`config.mk`:
```
export PLATFORM = sky130hd
export DESIGN_NAME = branch_resolve_queue
export DESIGN_NICKNAME = d
export VERILOG_FILES = /design/src/rtl/branch_resolve_queue_pkg.sv /design/src/rtl/branch_resolve_queue_fifo.sv /design/src/rtl/branch_resolve_queue.sv
export SDC_FILE = /design/constraint.sdc
export NUM_CORES = 1
export LEC_CHECK = 0
export CORE_ASPECT_RATIO = 1.75
export CORE_UTILIZATION = 30
export CTS_BUF_LIST = sky130_fd_sc_hd__clkbuf_4 sky130_fd_sc_hd__clkbuf_8
export CTS_CLUSTER_DIAMETER = 100
export DETAILED_ROUTE_END_ITERATION = 8
export PLACE_DENSITY_LB_ADDON = 0.15
export REMOVE_ABC_BUFFERS = 1
export SYNTH_ARGS = -nofsm -noshare
export SYNTH_HDL_FRONTEND = slang
export SYNTH_SLANG_ARGS = --single-unit
```
`constraint.sdc`:
```
create_clock -name clk -period 3.8 [get_ports clk]
set_input_delay 0.57 -clock clk [delete_from_list [all_inputs] [get_ports clk]]
set_output_delay 0.57 -clock clk [all_outputs]
set_load 0.05 [all_outputs]
```
`src/rtl/branch_resolve_queue_pkg.sv`:
```
// Shared types for the branch resolve queue: entry bundle, FSM states,
// and the saturating BHT counter update.
package bp_types;

    localparam int CNT_WIDTH = 2;

    localparam logic [CNT_WIDTH-1:0] WEAK_NT  = 2'b01;
    localparam logic [CNT_WIDTH-1:0] STRONG_T = 2'b11;

    typedef struct packed {
        logic [31:0]          pc;
        logic                 pred;
        logic [CNT_WIDTH-1:0] cnt;
    } brq_entry_t;

    typedef enum logic {
        ACTIVE  = 1'b0,
        RECOVER = 1'b1
    } brq_state_t;

    function automatic logic [CNT_WIDTH-1:0] sat_update(
        input logic [CNT_WIDTH-1:0] cnt,
        input logic                 br_en,
        input logic                 jump
    );
        logic [CNT_WIDTH-1:0] r;
        if (jump)
            r = STRONG_T;
        else if (br_en)
            r = (cnt == STRONG_T) ? cnt : cnt + 1'b1;
        else
            r = (cnt == '0) ? cnt : cnt - 1'b1;
        return r;
    endfunction

endpackage

```
`src/rtl/branch_resolve_queue_fifo.sv`:
```
// Circular entry store for the branch resolve queue; clear wins over
// push and pop.
module brq_fifo
    import bp_types::*;
#(
    parameter int DEPTH = 4
) (
    input  logic       clk,
    input  logic       rst_n,
    input  logic       clear,
    input  logic       wr,
    input  brq_entry_t wdata,
    input  logic       rd,
    output brq_entry_t rdata,
    output logic       full,
    output logic       empty
);

    localparam int PW = $clog2(DEPTH);

    brq_entry_t   mem [DEPTH];
    logic [PW-1:0] head;
    logic [PW-1:0] tail;
    logic [PW:0]   count;

    assign full  = (count == (PW+1)'(DEPTH));
    assign empty = (count == '0);
    assign rdata = mem[head];

    always_ff @(posedge clk) begin
        if (!rst_n || clear) begin
            head  <= '0;
            tail  <= '0;
            count <= '0;
        end else begin
            if (wr) begin
                mem[tail] <= wdata;
                tail      <= tail + 1'b1;
            end
            if (rd)
                head <= head + 1'b1;
            case ({wr, rd})
                2'b10:   count <= count + 1'b1;
                2'b01:   count <= count - 1'b1;
                default: count <= count;
            endcase
        end
    end

endmodule

```
`src/rtl/branch_resolve_queue.sv`:
```
// Branch resolve queue: BHT write port and registered redirect.
// Optional BRQ_STATS_EN adds resolve/mispredict counters.
module branch_resolve_queue
    import bp_types::*;
#(
    parameter int DEPTH   = 4,
    parameter int S_INDEX = 10,
    parameter int CNT_W   = 2
) (
    input  logic               clk,
    input  logic               rst_n,
    input  logic               push,
    input  logic [31:0]        push_pc,
    input  logic               push_pred,
    input  logic [CNT_W-1:0]   push_cnt,
    output logic               full,
    output logic               empty,
    input  logic               resolve,
    input  logic               res_br_en,
    input  logic               res_jump,
    input  logic [31:0]        res_target,
    input  logic               flush,
    output logic               bht_load,
    output logic [S_INDEX-1:0] bht_windex,
    output logic [CNT_W-1:0]   bht_datain,
    output logic               mispredict,
`ifdef BRQ_STATS_EN
    output logic [31:0]        stat_resolved,
    output logic [31:0]        stat_mispredict,
`endif
    output logic [31:0]        redirect_pc
);

    brq_state_t state, state_nx;
    brq_entry_t head, wentry;
    logic       taken, do_pop, do_push, mis, clear;

    assign taken = res_br_en | res_jump;
    assign do_pop = resolve && !empty && state == ACTIVE && !flush;
    assign mis = do_pop && (head.pred != taken);
    // a mispredict squashes everything younger, including this cycle's push
    assign do_push = push && state == ACTIVE && !flush && !mis
                     && (!full || do_pop);
    assign clear = flush | mis;

    assign wentry.pc   = push_pc;
    assign wentry.pred = push_pred;
    assign wentry.cnt  = push_cnt;

    brq_fifo #(.DEPTH(DEPTH)) u_fifo (
        .clk   (clk),
        .rst_n (rst_n),
        .clear (clear),
        .wr    (do_push),
        .wdata (wentry),
        .rd    (do_pop),
        .rdata (head),
        .full  (full),
        .empty (empty)
    );

    always_comb begin
        state_nx = state;
        if (flush)
            state_nx = ACTIVE;
        else if (state == RECOVER)
            state_nx = ACTIVE;
        else if (mis)
            state_nx = RECOVER;
    end

    always_ff @(posedge clk) begin
        if (!rst_n) begin
            state       <= ACTIVE;
            bht_load    <= 1'b0;
            bht_windex  <= '0;
            bht_datain  <= '0;
            mispredict  <= 1'b0;
            redirect_pc <= '0;
        end else begin
            state      <= state_nx;
            bht_load   <= do_pop;
            mispredict <= mis;
            if (do_pop) begin
                bht_windex  <= head.pc[S_INDEX-1:0];
                bht_datain  <= sat_update(head.cnt, res_br_en, res_jump);
                redirect_pc <= taken ? res_target : head.pc + 32'd4;
            end
        end
    end

`ifdef BRQ_STATS_EN
    always_ff @(posedge clk) begin
        if (!rst_n) begin
            stat_resolved   <= '0;
            stat_mispredict <= '0;
        end else begin
            if (do_pop)
                stat_resolved <= stat_resolved + 1'b1;
            if (mis)
                stat_mispredict <= stat_mispredict + 1'b1;
        end
    end
`endif

`ifndef SYNTHESIS
    always @(posedge clk) begin
        if (rst_n)
            assert (!(resolve && empty))
            else $warning("brq: resolve while empty ignored");
    end
`endif

endmodule

```
# Word level (Yosys, flattened, before mapping)
# Memories as Yosys holds them, arrays and structs flattened. A register that Yosys moved wholly into a read port is not among the register bits.
# Index checks and enable logic that the tools add are counted.
dict set report classes {
  eq_ne 5
  n_reduce_logical 19
  magnitude_cmp 0
  n_addsub 7
  shift 0
  div_mod_pow 0
  n_mux 12
  bitwise 4
  multipliers 0
}
# op n
set op_table {}
lappend op_table {{32-bit by 3-bit adder with 32-bit output, second input constant} 1}
lappend op_table {{32-bit two-way mux} 1}
lappend op_table {{2-bit two-way mux} 6}
lappend op_table {{1-bit logical AND} 8}
lappend op_table {{2-bit by 1-bit adder with 2-bit output, second input constant} 3}
lappend op_table {{3-bit case mux with 2 select lines} 1}
lappend op_table {{1-bit logical NOT} 5}
lappend op_table {{2-bit equality test, second input constant} 2}
lappend op_table {{1-bit two-way mux} 4}
lappend op_table {{3-bit by 1-bit adder with 3-bit output, second input constant} 1}
lappend op_table {{3-bit equality test, second input constant} 1}
lappend op_table {{3-bit logical NOT} 1}
lappend op_table {{3-bit OR reduction} 1}
lappend op_table {{3-bit by 1-bit subtractor with 3-bit output, second input constant} 1}
lappend op_table {{2-bit by 1-bit equality test with 1-bit output, second input constant} 1}
lappend op_table {{2-bit logical NOT} 1}
lappend op_table {{1-bit logical OR} 2}
lappend op_table {{1-bit inverter} 2}
lappend op_table {{1-bit OR} 2}
lappend op_table {{2-bit nonzero test} 1}
lappend op_table {{2-bit by 1-bit subtractor with 2-bit output, second input constant} 1}
lappend op_table {{1-bit inequality test} 1}
dict set report word_totals {
  memories 1
  reg_bits 54
  out_inout_bits 48
  latch_bits 0
  ramBits 140
  romBits 0
  word_cells 57
}
# name words width rd rd_clocked_by_memory_dff wr line
set memory_table {}
lappend memory_table {u_fifo.mem 4 35 1 1 1 branch_resolve_queue_fifo.sv:21} ;# brq_entry_t mem [DEPTH];

# Logic depth before layout (Yosys ltp)
dict set report depth {
  ltp_word 12
  ltp_mapped 10
}

# Modules after synthesis
# From an unflattened synthesis, not the netlist that was laid out.
dict set report hier_totals {
  cells_unflattened 554
  hier_area_um2 8125.3
}
# module cells_per_inst area_per_inst_um2 n_inst seq_area_each_um2
set by_module_without_submodules {}
lappend by_module_without_submodules {brq_fifo 232 5549.1 1 4384.2}
lappend by_module_without_submodules {branch_resolve_queue 322 2576.2 1 940.9}

# Worst setup path after synthesis
# No wires, ideal clock.
dict set report synth_timing {
  path_kind {register -> register}
  from {reg u_fifo.count[0]}
  to {mem u_fifo.mem[0][0] (netlist bit) (enable)}
  n_path_buf 0
  stages_incl_launch_ff 5
  setup_time_ns 0.396
  t_arrival_ns 3.101
  required_ns 3.404
  setup_slack_ns 0.304
  cell_sequence {dfxtp_1 -> nor3_1 -> nand3b_1 -> o2111a_1 -> and3_1}
}
dict set report synth_via {
  elab_chain_cells 12
  elab_cells_between_ends 17
  classes_between {1 x eq/ne; 3 x mux; 1 x bitwise; 12 x reduce/logical}
}
# element line
set synth_rtl {}
lappend synth_rtl {{start: declaration} branch_resolve_queue_fifo.sv:24} ;# logic [PW:0] count;
lappend synth_rtl {{start signal: assignment} branch_resolve_queue_fifo.sv:43} ;# 2'b10: count <= count + 1'b1;
lappend synth_rtl {{start signal: assignment} branch_resolve_queue_fifo.sv:44} ;# 2'b01: count <= count - 1'b1;
lappend synth_rtl {{start signal: assignment} branch_resolve_queue_fifo.sv:45} ;# default: count <= count;
lappend synth_rtl {{3-bit logical NOT (*)} branch_resolve_queue_fifo.sv:27} ;# assign empty = (count == '0);
lappend synth_rtl {{net empty} branch_resolve_queue.sv:17} ;# output logic empty,
lappend synth_rtl {{1-bit logical NOT (*)} branch_resolve_queue.sv:39} ;# assign do_pop = resolve && !empty && state == ACTIVE && !flush;
lappend synth_rtl {{1-bit logical AND (*) (3 in a row)} branch_resolve_queue.sv:39}
lappend synth_rtl {{1-bit logical AND} branch_resolve_queue.sv:40} ;# assign mis = do_pop && (head.pred != taken);
lappend synth_rtl {{1-bit logical NOT} branch_resolve_queue.sv:42} ;# assign do_push = push && state == ACTIVE && !flush && !mis
lappend synth_rtl {{1-bit logical AND} branch_resolve_queue.sv:42}
lappend synth_rtl {{1-bit logical AND} branch_resolve_queue.sv:43} ;# && (!full || do_pop);
lappend synth_rtl {{1-bit two-way mux} branch_resolve_queue_fifo.sv:36} ;# if (wr) begin
lappend synth_rtl {{1-bit two-way mux (*)} branch_resolve_queue_fifo.sv:31} ;# if (!rst_n || clear) begin
lappend synth_rtl {{1-bit two-way mux (not written as such) (*)} branch_resolve_queue_fifo.sv:37} ;# mem[tail] <= wdata;
lappend synth_rtl {{end: declaration} branch_resolve_queue_fifo.sv:21}
# Mark *: on every way through the listed nets, which the timed path passes. The rest lies on a longest branch.

==> flow_metrics.py <==
metrics = {
    "status": {
        "status": "complete, no violations",
    },
    "yosys": {
        "ys_types": 51,
        "synth.cell_area_um2": 8080,
        "async_flop_share_pct": 0,
        "yosysMostFrequentCell": "edfxtp_1",
        "synth_edf_count": 140,
        "synth_top_cell_by_area": "edfxtp_1",
        "synth.area.top_cells": "edfxtp_1 52%, dfxtp_1 14%, mux4_2 7.3%, nand2_1 3.6%, mux4_1 2.9%",
        "ys.flop_type": "edfxtp_1",
        "yosysWarnings": 0,
        "synth_top_cells_by_count": "140 x edfxtp_1, 78 x nand2_1, 56 x dfxtp_1",
        "postSynthAreaPerCell_um2": 14.5,
        "ys_ff_latch": 196,
        "netlist_instances": 557,
        "seq_area_frac_synth_pct": 65.9,
        "synth_top_area_share_pct": 52.1,
    },
    "clock_tree": {
        "clk_pin_slew_ns": 0.10,
        "cts-htree-levels": 4,
        "clk_latency_ns": 0.47,
        "cts_tree": "done",
        "cts_buffers": 17,
        "cts.path.max_buffers": 2,
        "cts_sinks": 196,
        "cts-resized-gates": 0,
        "post-cts-setup-buffer-count": 0,
        "root_buffer": "clkbuf_8",
        "postCtsHoldBufs": 0,
    },
    "timing": {
        "min_period_ns": 3.07,
        "max_freq_mhz": 325,
        "skew_ns": 0.0153,
        "final.setup.tns_ns": 0,
        "hold_viol_final": 0,
        "timing.hold.ws_ns": 0.467,
        "setup_viol": 0,
        "rsz0062_at_grt": "no",
        "final_max_slew_viol_count": 0,
        "worst_pin_slew_ns": 0.727,
        "slew_headroom_pct": 51.1,
        "fin_crit_sh_pct": 80.9,
    },
    "worst_setup_path": {
        "slowest_stage": "dfxtp_2",
        "path_class": "reg -> reg",
        "cp_max_fo": 35,
        "critical_path.max_stage_delay_ns": 0.72,
        "cp.required_ns": 3.95,
        "arrival_ns": 3.22,
        "cp-end-kind": "flop",
        "path_cells": "mux4_2 > xnor2_1 > o2111a_1 > and3_2 > buf_12",
        "crit_path_start_kind": "flop",
        "critPathTopFamily": "flip-flops",
        "cp_num_buf_inv": 1,
    },
    "final_layout": {
        "final_nets": 769,
        "multi_input_area_um2": 2590,
        "regArea_um2": 5330,
        "final_layout_size_suffix_gt1_share_pct": 14.0,
        "final_util_pct": 38.4,
        "nFillCells": 2533,
        "area_delta_synth_final_pct": 25.8,
    },
    "drt": {
        "dr.first_iter.drc_count": 235,
        "wire_per_inst_um": 20.0,
        "antenna_left": 0,
        "drt_first_pass_iters": 4,
        "drc": 0,
        "totalWireLength_um": 20600,
        "dr_total_vias": 5038,
        "viasPerCell": 4.91,
    },
    "die": {
        "fp.dieW_um": 126,
        "ios": 122,
        "rows": 79,
        "initial_core_util_pct": 30.5,
        "chipHeight_um": 219,
        "core_area_um2": 26500,
        "die_area_um2": 27600,
    },
    "place": {
        "gp_congestion": 0.746,
        "hpwlAfterDp_um": 14100,
        "numPortBuffers": 121,
    },
    "power": {
        "ir_worst_vdd_mv": 0.213,
        "power.static_leakage_nw": 3.36,
        "powerDensity_nw_per_um2": 384,
        "total_power_mw": 3.90,
    },
    "global_routing": {
        "grt_pass1_wl_um": 31300,
        "grt-ovfl-total": 0,
        "grt_max_degree": 52,
        "antenna_found_initial": 1,
        "first_global_vias": 5370,
        "grt_usage_pct": 15.5,
    },
    "flow_run": {
        "maxCapViolCount": 0,
    },
    "worst_hold_path": {
        "min_path_type": "reg -> reg",
    },
}
==> metrics by stage <==
step,worst slack (ns),area (um^2),std cells
after floorplan,-0.541,7920,527
after global placement,0.633,9760,994
after CTS,0.636,10200,1026
after global routing,0.419,10200,1027
after detailed placement,0.553,9760,994
final,0.727,10200,1027
==> power breakdown <==
group | internal [mW] | switching [mW]
clock network | 0.629 | 0.718
registers | 2.30 | 0.00880
logic | 0.115 | 0.131
==> sequential cells by signal (all words and copies together) (netlist names), named ones only <==
name and flops:
redirect_pc 32, u_fifo.mem 140, mispredict 1, u_fifo.tail 2, bht_windex 10, state 1
bht_datain 2, u_fifo.head 2, bht_load 1, u_fifo.count 3
==> placed cells by master, fill, tap and decap left out, drive strengths merged, types with 2 or more instances in the layout <==
master and instances:
edfxtp 140, clkdlybuf4s50 120, nand2 78, dfxtp 56
mux4 35, nand3 34, xor2 24, buf 23
o21ai 21, clkbuf 21, nor2 20, a21oi 15
a21boi 11, xnor2 9, and3 9, o211ai 8
inv 7, nand4 7, nor2b 6, a211oi 5
or3 5, ha 5, nor3 5, clkinv 5
nor3b 3, o211a 3, mux2i 3, nor4 3
and2 2, nand4b 2, a221oi 2, clkinvlp 2
bufinv 2, and3b 2
==> metal layers <==
metal	wire (um)	GRT usage (%)
met2	11600	29.5
met1	7920	16.8
met4	369	5.42
met5	0	0
met3	688	3.32
==> worst reg2reg max path, cell delays in order, from the launching register on <==
cell      delay, ns
dfxtp_2        0.72
mux4_2         0.60
xnor2_1        0.48
o2111a_1       0.42
and3_2         0.26
buf_12         0.25
==> area by class of cell <==
class / count / area share [%]
antenna: 1 / 0.0246
clock buffer: 21 / 2.66
clock inverter: 11 / 1.27
inverter: 5 / 0.185
multi-input combinational: 326 / 25.5
sequential: 196 / 52.4
tap: 324 / 3.99
timing repair buffer: 143 / 14.0
==> worst paths after layout <==
path	endpoint	startpoint	slack (ns)	cells past startpoint
max	u_fifo.mem[0][19]	flop	0.73	5
min	redirect_pc[2]	redirect_pc[2]	0.47	2
max reg2reg	u_fifo.mem[0][19]	flop	0.73	5
min reg2reg	redirect_pc[2]	redirect_pc[2]	0.47	2
==> cells by family (layout without fill, tap and decap cells) <==
group                      Yosys count  after routing  share of synthesized area (%)
muxes                               38             38                           10.5
other                                0              1                              0
and+or+nand+nor                    180            180                           11.3
buffers and inverters               35            180                           2.12
xor gates and xnor gates            33             33                           3.58
AOI/OAI and AO/OA                   69             69                           5.45
adders and majority gates            6              6                           1.02
DFF                                196            196                           65.9
(Power assumes the default switching activity.)
